<file path="src/rtl/bcd_mux_display.sv">
`timescale 1ns/1ps
// Time-multiplexed N-digit 7-segment driver with a double-buffered, frame-aligned display word.
// Latency: all pins registered, one cycle behind the prescaler/index state; FRAME likewise.
// Backpressure: none; LOAD is always accepted, and the last LOAD before a frame wrap wins.
module bcd_mux_display #(
   parameter int DIGITS         = 4,
   parameter int CLK_DIV        = 50000,
   parameter bit HEX_MODE       = 1'b0,
   parameter bit LZ_SUPPRESS    = 1'b1,
   parameter bit SEG_ACTIVE_LOW = 1'b0,
   parameter bit AN_ACTIVE_LOW  = 1'b1
) (
   input  logic                  CLK,
   input  logic                  RST_N,
   input  logic                  LOAD,
   input  logic [4*DIGITS-1:0]   DATA,
   input  logic [DIGITS-1:0]     DP,
   input  logic                  BLANK,
   output logic [6:0]            SEG_7,
   output logic                  SEG_DP,
   output logic [DIGITS-1:0]     ANODE,
   output logic                  FRAME
);

   localparam int PW = (CLK_DIV > 1) ? $clog2(CLK_DIV) : 1;
   localparam int IW = (DIGITS > 1) ? $clog2(DIGITS) : 1;

   // XOR masks turning active-high internal values into pin polarity
   localparam logic [DIGITS-1:0] AN_OFF  = AN_ACTIVE_LOW ? {DIGITS{1'b1}} : {DIGITS{1'b0}};
   localparam logic [6:0]        SEG_OFF = SEG_ACTIVE_LOW ? 7'h7F : 7'h00;
   localparam logic              DP_OFF  = SEG_ACTIVE_LOW ? 1'b1 : 1'b0;

   logic [PW-1:0]         presc;
   logic [IW-1:0]         idx;
   logic                  tc;
   logic                  last_digit;
   logic                  wrap;

   logic [4*DIGITS-1:0]   shadow_data;
   logic [DIGITS-1:0]     shadow_dp;
   logic [4*DIGITS-1:0]   active_data;
   logic [DIGITS-1:0]     active_dp;
   logic                  pending;

   logic [DIGITS-1:0]     lit_mask;
   logic                  upper_zero;
   logic [DIGITS-1:0]     onehot;
   logic [3:0]            cur_code;
   logic                  cur_dp;
   logic [DIGITS-1:0]     an_nxt;
   logic [6:0]            seg_nxt;
   logic                  dp_nxt;

   function automatic logic [6:0] seg_decode(input logic [3:0] code);
      logic [6:0] seg;
      seg = 7'h00;
      case (code)
         4'd0:  seg = 7'h7E;
         4'd1:  seg = 7'h30;
         4'd2:  seg = 7'h6D;
         4'd3:  seg = 7'h79;
         4'd4:  seg = 7'h33;
         4'd5:  seg = 7'h5B;
         4'd6:  seg = 7'h5F;
         4'd7:  seg = 7'h70;
         4'd8:  seg = 7'h7F;
         4'd9:  seg = 7'h7B;
         4'd10: seg = HEX_MODE ? 7'h77 : 7'h00;
         4'd11: seg = HEX_MODE ? 7'h1F : 7'h00;
         4'd12: seg = HEX_MODE ? 7'h4E : 7'h00;
         4'd13: seg = HEX_MODE ? 7'h3D : 7'h00;
         4'd14: seg = HEX_MODE ? 7'h4F : 7'h00;
         4'd15: seg = HEX_MODE ? 7'h47 : 7'h00;
         default: seg = 7'h00;
      endcase
      return seg;
   endfunction

   assign tc         = (presc == PW'(CLK_DIV - 1));
   assign last_digit = (idx == IW'(DIGITS - 1));
   assign wrap       = tc && last_digit;

   always_ff @(posedge CLK or negedge RST_N) begin
      if (!RST_N) begin
         presc <= '0;
         idx   <= '0;
      end else if (tc) begin
         presc <= '0;
         idx   <= last_digit ? '0 : idx + IW'(1);
      end else begin
         presc <= presc + PW'(1);
      end
   end

   // Active only changes on the wrap edge so a frame is never torn
   always_ff @(posedge CLK or negedge RST_N) begin
      if (!RST_N) begin
         shadow_data <= '0;
         shadow_dp   <= '0;
         active_data <= '0;
         active_dp   <= '0;
         pending     <= 1'b0;
      end else begin
         if (LOAD) begin
            shadow_data <= DATA;
            shadow_dp   <= DP;
         end
         if (wrap) begin
            pending <= 1'b0;
            if (LOAD) begin
               active_data <= DATA;
               active_dp   <= DP;
            end else if (pending) begin
               active_data <= shadow_data;
               active_dp   <= shadow_dp;
            end
         end else if (LOAD) begin
            pending <= 1'b1;
         end
      end
   end

   // Walk from the top digit down; a digit stays lit once anything above or at it is non-zero
   always_comb begin
      lit_mask   = '0;
      upper_zero = 1'b1;
      for (int i = DIGITS - 1; i >= 0; i--) begin
         upper_zero  = upper_zero && (active_data[4*i +: 4] == 4'd0) && !active_dp[i];
         lit_mask[i] = (i == 0) || !(LZ_SUPPRESS && upper_zero);
      end
   end

   always_comb begin
      onehot = '0;
      for (int i = 0; i < DIGITS; i++) begin
         onehot[i] = (idx == IW'(i));
      end
   end

   assign cur_code = active_data[4*int'(idx) +: 4];
   assign cur_dp   = active_dp[idx];

   // Slot position 0 is the dead-time gap: anodes off, segments already on the new digit
   always_comb begin
      an_nxt  = '0;
      seg_nxt = seg_decode(cur_code);
      dp_nxt  = 1'b0;
      if (presc != '0) begin
         dp_nxt = cur_dp;
         if (!BLANK) begin
            an_nxt = onehot & lit_mask;
         end
      end
   end

   always_ff @(posedge CLK or negedge RST_N) begin
      if (!RST_N) begin
         ANODE  <= AN_OFF;
         SEG_7  <= SEG_OFF;
         SEG_DP <= DP_OFF;
         FRAME  <= 1'b0;
      end else begin
         ANODE  <= AN_OFF ^ an_nxt;
         SEG_7  <= SEG_OFF ^ seg_nxt;
         SEG_DP <= DP_OFF ^ dp_nxt;
         FRAME  <= wrap;
      end
   end

endmodule

</file>
<file path="config.mk">
export PLATFORM = sky130hd
export DESIGN_NAME = bcd_mux_display
export DESIGN_NICKNAME = d
export VERILOG_FILES = /design/src/rtl/bcd_mux_display.sv
export SDC_FILE = /design/constraint.sdc
export NUM_CORES = 1
export LEC_CHECK = 0
export BUFFER_PORTS_ARGS = -buffer_cell sky130_fd_sc_hd__buf_2
export CORE_UTILIZATION = 50
export DETAILED_ROUTE_END_ITERATION = 8
export PLACE_DENSITY = 0.7
export SYNTH_ARGS = -nofsm -noshare
export SYNTH_HDL_FRONTEND = slang
export SYNTH_SLANG_ARGS = --single-unit
</file>
<file path="constraint.sdc">
create_clock -name CLK -period 2.65 [get_ports CLK]
set_clock_uncertainty 0.2 [all_clocks]
set_input_delay 0.3975 -clock CLK [delete_from_list [all_inputs] [get_ports CLK]]
set_output_delay 0.3975 -clock CLK [all_outputs]
set_load 0.03 [all_outputs]
</file>
-- Word level (Yosys, flattened, before mapping)
Memory sizes are Yosys's and may differ from the RTL's. A register that Yosys moved wholly into a read port is not among the register bits.
Index checks and enable logic that the tools add are counted.
- register bits after elaboration: 65
- bits in read-only memories: 112
- memories: 1
- memory list (memory ; depth ; width ; read ports ; clocked after Yosys merged registers in ; write ports ; RTL line ; RTL):
    (no name shown) ; 16 ; 7 ; 1 ; 1 ; 0 ; 57 ; case (code)
- add/sub/neg operators: 2
- magnitude comparators: 1
- equality and inequality tests: 4
- shift operators: 1
- multiplexer cells: 13
- bitwise logic cells: 2
- reductions and logical operators: 21
- operators with widths (kind ; number):
    two-way mux 16 bit ; 3
    adder 16 x 1 -> 16 bit (second input constant) ; 1
    equality test 16 bit (second input constant) ; 1
    two-way mux 4 bit ; 4
    nonzero test 16 bit ; 1
    indexed part select 16 x 5 -> 4 bit ; 1
    zero test 4 bit ; 3
    zero test 1 bit ; 7
    logical AND 1 bit ; 6
    AND 4 bit ; 1
    equality test 2 bit (second input constant) ; 2
    two-way mux 1 bit ; 4
    inverter 4 bit ; 1
    nonzero test 2 bit ; 2
    < comparator 2 x 3 -> 1 bit (second input constant) ; 1
    adder 2 x 1 -> 2 bit (second input constant) ; 1
    binary-select mux 1 bit (select 2 bit) ; 1
    equality test 2 x 1 -> 1 bit (second input constant) ; 1
    zero test 2 bit ; 1
    two-way mux 2 bit ; 1
    AND reduction 2 bit ; 1

-- Depth between registers and ports, before layout
- depth in word-level cells: 11
- gate-level depth with buffers: 8
- depth with buffers taken out: 7

-- Worst setup path after synthesis
Ideal clock, no wire load.
- kind: register to register
- start: reg presc[10]
- end: reg active_data[0]
- library setup time: 0.125 ns
- arrival time: 1.926 ns
- data required time: 2.325 ns
- path slack: 0.399 ns
- stages on the path, launching flop included: 6
- buffers on the path: 1
- cell sequence: dfrtp_1 -> or4_4 -> nor4_4 -> nand4b_2 -> buf_6 -> mux2_4
- cells in the longest elaborated chain, start to end: 3
- ends and longest elaborated chain (what ; RTL line ; RTL):
    start: declaration ; 33 ; logic [PW-1:0] presc;
    start signal: assignment ; 91 ; presc <= presc + PW'(1);
    equality test 16 bit ; 79 ; assign tc = (presc == PW'(CLK_DIV - 1));
    logical AND 1 bit ; 81 ; assign wrap = tc && last_digit;
    AND reduction 2 bit (no source line) ; n/a ;
    end signal: assignment ; 114 ; active_data <= shadow_data;
    end: declaration ; 41 ; logic [4*DIGITS-1:0] active_data;
Every way passes these cells.
A chain may end at the register's enable or synchronous reset.

-- Final worst setup path
- start: reg presc[10]
- end: reg active_data[10]
Same word-level chain as after synthesis.

==> results by group <==
Die
  • Die span in y: 82.9 µm
  • Ports: 37
  • Die width: 82.9 µm
  • Area of the core: 0.00635 mm²
  • Initial Utilization: 51.6%
  • Die ar.: 0.00688 mm²
  • Row cnt: 29

Yosys
  • Net count after synthesis: 277
  • Share of synthesized registers carrying an async set or reset: 100%
  • EDFF count, synth: 0
  • Dominant cells by area after synthesis: dfrtp_1 (52%), mux2_4 (9.2%), mux2_2 (6.9%)
  • Synth Register Bits: 72
  • Cell taking the most area after synthesis: dfrtp_1
  • Yosys cell types: 39
  • Mapped Cells: 241
  • Sequential area share after synthesis: 55.2%
  • Area share of the largest cell type after synthesis: 52.0%
  • Synth Flop Type: dfrtp_1
  • Syn_area_per_cell: 13.6 µm²
  • Synth Warn #: 0
  • Mapped Area: 0.00327 mm²

CTS
  • Root Buffer: clkbuf_8
  • Worst-Skew Late Latency: 340 ps
  • # H-tree levels: 3
  • Hold-fix buffers, CTS: 1
  • Post-CTS Repair Setup Buffers: 0
  • Clock slew at reported path FFs: 80 ps
  • CTS tree: built
  • TritonCTS Buffers: 9
  • CTS max path bufs: 2
  • Clock Sinks: 72
  • Post_cts resized: 0

Routing
  • Final WL: 5.50 mm
  • Wire length per cell: 15.1 µm
  • DRC: 0
  • Initial DRC count: 128
  • Via count: 1961
  • Routed Antenna Nets: 0
  • DR pass1 iterations: 4
  • Drt via density: 5.37

Critical path
  • Buf/Inv on CP: 1
  • Critical Path Fanout Max: 20
  • CP max stage delay: 570 ps
  • Crit path kind: flop to flop
  • CP max stage cell: or4_4
  • Worst Setup End Kind: flop
  • Critical-path cell list: or4_4 > nor4_4 > nand4b_2 > buf_4 > mux2_4
  • Worst setup SP type: flop
  • Family with the most delay on the worst path: simple AND/OR/NAND/NOR gates
  • Worst endpoint data arrival time: 2440 ps
  • Worst endpoint required time: 2680 ps

Cells and area
  • Layout cells sized above 1: 36.8%
  • Final-stage net count: 319
  • Final core occ: 58.7%
  • Antenna Cells: 0
  • Synth-to-Final Area Change: 13.9%

STA
  • Final hold vios: 0
  • Final Cycle Share: 91.2%
  • Final TNS setup: 0 ps
  • Worst hold slack: 103 ps
  • Slew margin rel.: 72.6%
  • Peak Freq: 414 MHz
  • Final Critical Period: 2420 ps
  • Unrepaired setup endpoints after global routing: no
  • Slew at the pin with the worst max-slew slack: 411 ps
  • Max Slew Vio Count: 0
  • Count of final setup violators: 0
  • PnR worst setup slack: 234 ps

Global routing
  • Largest net degree at the start of global routing: 73
  • Initial antenna violation count: 0
  • First-pass GRT wire length: 9.52 mm
  • Vias in the first global route: 1930
  • GRT Util Overall: 17.8%
  • Total grt overflow: 0

Power and ir drop
  • Leak: 1.78 nW
  • Power per cell area: 542 mW/mm²
  • Max VDD drop: 0.000515 V

Placement
  • Post-DP HPWL: 3.80 mm
  • GPL Wtd Cong: 0.856
  • Number of port buffers: 36
  • Place WS: 241 ps

Min path
  • Hold WC Path Type: input port to flop

Outcome
  • Status: finished clean

Flow run
  • Max Cap Viol: 0
-- power breakdown --
| group | total, mW | switching [mW] | internal (mW) |
|---|---|---|---|
| Clock | 0.788 | 0.397 | 0.391 |
| Sequential | 1.14 | 0.00716 | 1.13 |
| Combinational | 0.0985 | 0.0519 | 0.0467 |
-- per-layer routing --
layer	GRT usage (%)	part of all wire [%]
met1	27.3	51
met2	23.4	43
met3	5.37	4.5
met4	7.52	1.5
met5	0	0
-- metrics by stage --
step                power, mW  cell area (µm²)  std cells
global route             2.11             3730        365
global placement         1.26             3540        348
detailed placement       1.26             3540        348
finish                   2.02             3730        365
floorplan                1.20             3270        241
CTS                      2.05             3730        365
-- synth_stat cells, types with 3 or more instances --
cell type and n:
nand3_1 10, dfrtp_1 68, xor2_1 8, mux2_2 20
o22ai_1 3, ha_1 12, inv_1 10, and4_1 4
or4_1 4, nand4_1 6, mux4_2 5, xnor2_1 5
nand2_1 4, mux2_4 20, nor2_1 18, clkbuf_1 6
dfstp_2 4, a21oi_1 3, o21ai_0 7
-- placed cells by master, fill, tap and decap left out, types with 5 or more instances in the layout --
cell type and count:
nand4_1 6, xor2_1 8, nand3_1 10, xnor2_1 5, mux2_2 20, nor2_1 18, dfrtp_1 68, inv_1 10
mux2_4 20, o21ai_0 7, ha_1 12, mux4_2 5, clkbuf_8 11, buf_2 36
-- path summary, 6_finish.rpt --
kind	cells past startpoint	slack [ps]	end	from
min	2	100	shadow_data[8]$_DFFE_PN0P_	DATA[8]
max in group asynchronous	3	1520	ANODE[3]$_DFF_PN1_	RST_N
min in group asynchronous	3	410	presc[9]$_DFF_PN0_	RST_N
min reg2reg	2	300	pending$_DFFE_PN0P_	pending$_DFFE_PN0P_
max	5	230	active_data[10]$_DFFE_PN0P_	presc[10]$_DFF_PN0_
max reg2reg	5	230	active_data[10]$_DFFE_PN0P_	presc[10]$_DFF_PN0_
-- flip-flops by register name, indices dropped and copies added (netlist names) --
register	cells
ANODE	4
FRAME	1
SEG_7	7
SEG_DP	1
active_data	16
active_dp	4
idx	2
pending	1
presc	16
shadow_data	16
shadow_dp	4
-- kinds of logic (layout without fill, tap and decap cells) --
group                    Yosys count  after routing  share of synthesized area (%)
XOR/XNOR                          13             13                           3.48
AO/OA/AOI/OAI                     20             20                           3.78
multiplexers                      45             45                           19.5
AND/OR/NAND/NOR                   60             60                           10.8
flip-flops                        72             72                           55.2
adder cells (fa/ha/maj)           12             12                           4.59
buffers and inverters             19             66                           2.67
-- layout make-up --
| class | count | area (µm²) |
|---|---|---|
| Clock buffer | 12 | 155 |
| Clock inverter | 4 | 28.8 |
| Fill cell | 513 | 2620 |
| Inverter | 10 | 37.5 |
| Multi-Input combinational cell | 150 | 1380 |
| Sequential cell | 72 | 1810 |
| Tap cell | 77 | 96.3 |
| Timing Repair Buffer | 40 | 225 |
Note: power is estimated with default switching activity, not from simulation.
